$ cat src/rtl/pipo_rr_arbiter.sv
// Round-robin arbiter that loads one requester's word into a shared W-bit register.
// Three-phase handshake per transfer: IDLE (arbitrate) -> GRANT -> ACK.
module pipo_rr_arbiter #(
    parameter int N  = 4,
    parameter int W  = 4,
    parameter int IW = $clog2(N)
) (
    input  logic           clk,
    input  logic           rst,
    input  logic [N-1:0]   req,
    input  logic [N*W-1:0] d,
    output logic [N-1:0]   gnt,
    output logic [N-1:0]   ack,
    output logic [W-1:0]   q,
    output logic [IW-1:0]  owner,
    output logic           valid,
    output logic           busy
);
    typedef enum logic [1:0] {IDLE, GRANT, ACK} state_t;

    localparam logic [IW:0] NL = (IW+1)'(N);

    state_t         r_state, w_next;
    logic [IW-1:0]  r_ptr, r_sel, r_owner;
    logic [N-1:0]   r_gnt, r_ack;
    logic [W-1:0]   r_q;
    logic           r_valid;

    logic [W-1:0]   w_dw [N];
    logic [2*N-1:0] w_dbl;
    logic [N-1:0]   w_rot;
    logic [IW-1:0]  w_off, w_pick, w_nptr;
    logic [IW:0]    w_sum;

    for (genvar i = 0; i < N; i++) begin : g_unpack
        assign w_dw[i] = d[i*W +: W];
    end

    // Rotate requests so bit 0 is the pointer position; lowest set bit wins.
    assign w_dbl = {req, req} >> r_ptr;
    assign w_rot = w_dbl[N-1:0];

    always_comb begin
        w_off = '0;
        for (int k = N-1; k >= 0; k--) begin
            if (w_rot[k]) w_off = IW'(k);
        end
    end

    assign w_sum  = {1'b0, r_ptr} + {1'b0, w_off};
    assign w_pick = (w_sum >= NL) ? IW'(w_sum - NL) : IW'(w_sum);
    assign w_nptr = (r_sel == IW'(N-1)) ? '0 : r_sel + IW'(1);

    always_ff @(posedge clk or posedge rst) begin
        if (rst) r_state <= IDLE;
        else     r_state <= w_next;
    end

    always_comb begin
        w_next = r_state;
        unique case (r_state)
            IDLE:    if (|req) w_next = GRANT;
            GRANT:   w_next = req[r_sel] ? ACK : IDLE;
            ACK:     w_next = IDLE;
            default: w_next = IDLE;
        endcase
    end

    // A granted requester that withdraws before the GRANT closing edge aborts the transfer.
    always_ff @(posedge clk or posedge rst) begin
        if (rst) begin
            r_ptr   <= '0;
            r_sel   <= '0;
            r_gnt   <= '0;
            r_ack   <= '0;
            r_q     <= '0;
            r_owner <= '0;
            r_valid <= 1'b0;
        end else begin
            r_gnt <= '0;
            r_ack <= '0;
            if (r_state == IDLE && |req) begin
                r_sel <= w_pick;
                r_gnt <= N'(1) << w_pick;
            end
            if (r_state == GRANT && req[r_sel]) begin
                r_q     <= w_dw[r_sel];
                r_owner <= r_sel;
                r_valid <= 1'b1;
                r_ptr   <= w_nptr;
                r_ack   <= N'(1) << r_sel;
            end
        end
    end

    assign gnt   = r_gnt;
    assign ack   = r_ack;
    assign q     = r_q;
    assign owner = r_owner;
    assign valid = r_valid;
    assign busy  = (r_state != IDLE);
endmodule

$ cat config.mk
export PLATFORM = sky130hd
export DESIGN_NAME = pipo_rr_arbiter
export DESIGN_NICKNAME = d
export VERILOG_FILES = /design/src/rtl/pipo_rr_arbiter.sv
export SDC_FILE = /design/constraint.sdc
export NUM_CORES = 1
export LEC_CHECK = 0
export CORE_MARGIN = 2
export CORE_UTILIZATION = 49
export DETAILED_ROUTE_END_ITERATION = 8
export HOLD_SLACK_MARGIN = 0.02
export PLACE_DENSITY = 0.95
export SLEW_MARGIN = 5
export SYNTH_ARGS = -nofsm -noshare
export SYNTH_HDL_FRONTEND = slang
export SYNTH_SLANG_ARGS = --single-unit
export TNS_END_PERCENT = 100
$ cat constraint.sdc
create_clock -name clk -period 5.6 [get_ports clk]
set_input_delay 0.56 -clock clk [delete_from_list [all_inputs] [get_ports clk]]
set_output_delay 0.56 -clock clk [all_outputs]
set_load 0.01 [all_outputs]
# After elaboration in Yosys (flattened, before gate mapping)
# Cells that the tools add are included.
# op_classes
shifts	3
bitwise_logic	1
mux	16
n_addsub	3
eq_ne	3
order_cmp	3
reduce_logical	5
# ops
cell	count
$mux W2	8
$mux W4	4
$bmux W4 S2	1
$shl A1 B2 Y4 const A	2
$shr A8 B2 Y4	1
$ge A3 B3 Y1 const B	2
$pmux W2 S2	1
$reduce_or A4 Y1	1
$add A2 B2 Y3	1
$lt A2 B3 Y1 const B	1
$not A2 Y3	1
$add A2 B1 Y2 const B	1
$bmux W1 S2	1
$eq A2 B1 Y1 const B	1
$eq A2 B2 Y1 const B	1
$logic_and A1 B1 Y1	2
$logic_not A2 Y1	1
$ne A2 B2 Y1 const B	1
$reduce_bool A2 Y1	1
$sub A2 B1 Y2 const B	1
$mux W1	1
# word_totals
input_bits	22
regBits	21

# Longest topological paths before layout
# depth
depth_word	10
ltp_mapped	9
depth_no_buf	8

# Least setup slack after synthesis
# OpenSTA, ideal clock, no wires.
# synth_path
kind	input-to-reg
start	input req[1]
end	register r_gnt[0], in the netlist gnt[0]
cell_stages	8
setup_slack_ps	3388
t_required_ps	5514
arrival_time_ps	2126
path_buffers	1
path_cell_list	buf_2 -> or3b_2 -> a21oi_1 -> a21oi_1 -> o221ai_1 -> ha_1 -> or3_1 -> nor3_1
# synth_via
elab_chain_len	10
elab_cells_between_ends	13
# synth_lines
element	line_no	source
start, declared	10	input logic [N-1:0] req,
$shr A8 B2 Y4 (*)	40	assign w_dbl = {req, req} >> r_ptr;
$mux W2 (3 in series)	46	if (w_rot[k]) w_off = IW'(k);
$mux W2 (*)	46	
$add A2 B2 Y3 (*)	50	assign w_sum = {1'b0, r_ptr} + {1'b0, w_off};
$ge A3 B3 Y1 or $sub A2 B1 Y2 (tied branches)	51	assign w_pick = (w_sum >= NL) ? IW'(w_sum - NL) : IW'(w_sum);
$mux W2 (*)	51	
via w_pick[0]	32	logic [IW-1:0] w_off, w_pick, w_nptr;
$shl A1 B2 Y4 (*)	84	r_gnt <= N'(1) << w_pick;
$mux W4 (*)	82	if (r_state == IDLE && |req) begin
end signal, assigned	84	
end, declared	25	logic [N-1:0] r_gnt, r_ack;
# Mark *: on every way through the listed nets, which the timed path passes. The rest lies on a longest branch.
# A chain may end at the register's enable or synchronous reset.

# Final worst setup path
# Ends and elaborated chain as after synthesis.

==> impl_metrics.toml <==
[global_route]
largest_net_degree_at_the_start_of_global_routing = 22
track_usage = 0.185
grt_pass1_vias = 835
antenna_found_initial = 0
first_pass_grt_wire_length_um = 3770
overflow = 0

[synthesis]
synthAdderAreaFrac = 0.0513
yosysMostFrequentCell = "dfrtp_1"
yosys_register_bits = 21
library_cell_occupying_the_most_area_in_the_post_synthesis_netlist = "dfrtp_1"
netlist_instances = 107
synth_edf_count = 0
synth_async_sr_flop_share = 1.00
synth_xor_area_frac = 0.0144
mappedNetlistArea_sq_um = 1220
main_combinational_cell_family_by_area_after_synthesis = "multiplexers"
seq_area_frac_synth = 0.431
synthMuxAreaShare = 0.195
synthesis.area_per_instance_sq_um = 11.4
synth_top_area_frac = 0.431
synth_fp_nets = 134
netlist_top_cells_count = "dfrtp_1, nor2_1, inv_1"
synth_top_cells_by_area = "dfrtp_1, mux4_1, ha_1"
ys_warn_count = 0
synthSimpleGateAreaFrac = 0.159
synth.distinct_cells = 37
synth-compound-area-share = 0.0791
dominantRegCellSynth = "dfrtp_1"

[die]
dieArea_sq_um = 2900
core-area_sq_um = 2410
initial_core_utilization = 0.506
number_of_placed_i_o_pins = 38
total_number_of_placement_rows = 18
floorplan.die.height_um = 53.9
chipWidth_um = 53.9

[sta]
finalMaxSlewViolations = 0
final.setup_skew_ns = 0.00474
timing.max_slew.rel_slack = 0.499
report.final.hold_viol_count = 0
measured_slew_at_the_worst_slew_check_pin_ns = 0.751
rsz_0062_raised_after_global_routing = "no"
maxClockFrequency_ghz = 0.397
setup_violations = 0
post-route-period-util = 0.450
setup_total_negative_slack_ns = 0
final_period_minus_worst_setup_slack_ns = 2.52

[power]
power_per_cell_area_nw_per_um2 = 467
vdd_ir_drop_max_v = 0.000293
swShare = 0.375
intPower_w = 0.000466
leakagePower_nw = 0.694
combPwrFrac = 0.534
proportion_of_power_drawn_by_flip_flops_and_latches = 0.371
power_switching_w = 0.000280
part_of_the_total_power_dissipated_in_the_clock_network = 0.095

[critical_path]
startpoint = "req[1]"
critical_path.most_common_cell = "a21oi_1"
crit-reg2reg-capture = "gnt[0]"
critPathMaxFanout = 9
timing_worst_setup_path_type = "primary input to flop"
worst-r2r-setup-slack_ns = 3.38
critical_path_source_type = "primary input"
setup.worst_path.end = "gnt[0]"
critical_path.endpoint_type = "flop"
worst_r2r_startpoint = "r_ptr[0]"
ff2ff_path_depth = 7
critPathArrivalTime_ns = 2.74
slowest_delay_ns = 0.61
master_of_the_slowest_instance_on_the_critical_path = "clkdlybuf4s50_1"
crit_path_cell_trace = "clkdlybuf4s50_1 > or3b_2 > a21oi_1 > a21oi_1 > o221ai_1 > ha_1 > or3_1 > nor3_1"
timing.critical_path.required_ns = 5.82

[layout]
syn2layout_area_growth_pct = 31.1
multi_input_comb_area_sq_um = 608
antenna_cells = 0
final_layout_size_suffix_gt1_frac = 0.129
layout.filler_cells = 196
core_utilization_of_the_finished_layout = 0.663
register_area_sq_um = 526
design.final.nets = 168

[clocking]
clk_transition_reported_paths_ns = 0.11
tritoncts = "done"
clock_sinks = 21
clk-insertion-delay-late_ns = 0.30
cts.repair_timing.setup_buffer_count = 0
clk_root_buffer_cell = "clkbuf_4"
cts.repair.resized = 0
cts_inserted_buffers = 3
h-tree-depth = 1
hold_buffers = 0
cts.path.max_buffers = 2

[worst_hold_path]
min-delay-start = "valid"
worstHoldPathType = "flop to flop"

[routing]
ant_nets = 0
route.detailed.vias_per_inst = 5.39
post_detailed_routing_wire_length_um = 2370
drt_iter0_markers = 6
number_of_remaining_drc_errors = 0
routed_wire_length_per_instance_um = 13.9
route.vias.total = 916
drt-pass1-iter-count = 4

[run_status]
status = "completed"

[place]
gp_routability_congestion = 0.755
dp.final_hpwl_um = 1920
numPortBuffers = 37

[flow_run]
timing.max_cap.violations = 0
==> per-layer routing <==
metal	wire length, um	global-route usage	vias up
li1	-	-	442
met4	34	0.0855	0
met3	54	0.0278	4
met2	1300	0.311	16
met1	983	0.233	454
met5	0	0	-
==> layout by cell type (no fill, tap or decap), types with 2 or more instances in the layout <==
cell	netlist	layout
mux2i_1	2	2
clkdlybuf4s50_1	0	37
nor3b_1	3	3
mux4_1	3	3
nand2b_1	2	2
ha_1	5	5
nor3_1	3	3
mux2_2	5	5
clkbuf_4	0	3
dfrtp_1	21	21
o21ai_0	3	3
mux2_4	4	4
inv_1	8	8
nor2_1	9	9
a21oi_1	5	5
nand2_1	6	6
==> final cells by class <==
type                    instances  area share
clock buffers                   4      0.0164
inverters                       8      0.0188
multi-input cells              70       0.381
flip-flops and latches         21       0.329
well taps                      30      0.0235
repair buffers                 37       0.232
==> sequential cells by signal (all words and copies together) (netlist names) <==
name / count
q: 4
valid: 1
owner: 2
r_sel: 2
r_state: 2
r_ptr: 2
gnt: 4
ack: 4
==> stage by stage <==
stage	power (W)	area, sq um	hold WS (ns)	cells	worst slack, ns
2_1_floorplan	0.000555	1220	0.504	107	3.39
3_3_place_gp	0.000655	1570	0.448	166	2.87
3_5_place_dp	0.000681	1570	0.451	166	2.76
4_1_cts	0.000752	1600	0.482	170	3.08
5_1_grt	0.000809	1600	0.535	170	2.87
6_report	0.000746	1600	0.473	170	3.08
==> power groups by stage <==
| stage | Combinational (W) | Clock, W | Sequential (W) |
|---|---|---|---|
| floorplan | 0.000300 | 0 | 0.000255 |
| global placement | 0.000381 | 0 | 0.000275 |
| detailed placement | 0.000401 | 0 | 0.000279 |
| CTS | 0.000403 | 0.0000733 | 0.000276 |
| global route | 0.000444 | 0.0000782 | 0.000287 |
| finish | 0.000398 | 0.0000706 | 0.000277 |
==> worst min path at each step <==
| stage | slack (ns) | depth (start not counted) | to |
|---|---|---|---|
| after global routing | 0.53 | 1 | valid |
| final | 0.47 | 1 | valid |
| after CTS | 0.48 | 1 | valid |
| after detailed placement | 0.45 | 1 | valid |
| after global placement | 0.45 | 1 | valid |
| after floorplan | 0.50 | 1 | valid |
==> cells by family after synthesis <==
| family | Yosys count |
|---|---|
| xor gates and xnor gates | 2 |
| buffers and inverters | 16 |
| muxes | 15 |
| and+or+nand+nor | 33 |
| DFF | 21 |
| adders and majority gates | 5 |
| AOI/OAI and AO/OA | 15 |
==> critical path, delay by kind of cell <==
family	cells	cell delay, ns
simple gates	3	1.01
fa+ha+maj	1	0.27
compound gates	3	0.30
buf+inv	1	0.61
No activity file was read; power rests on OpenSTA's default activity.
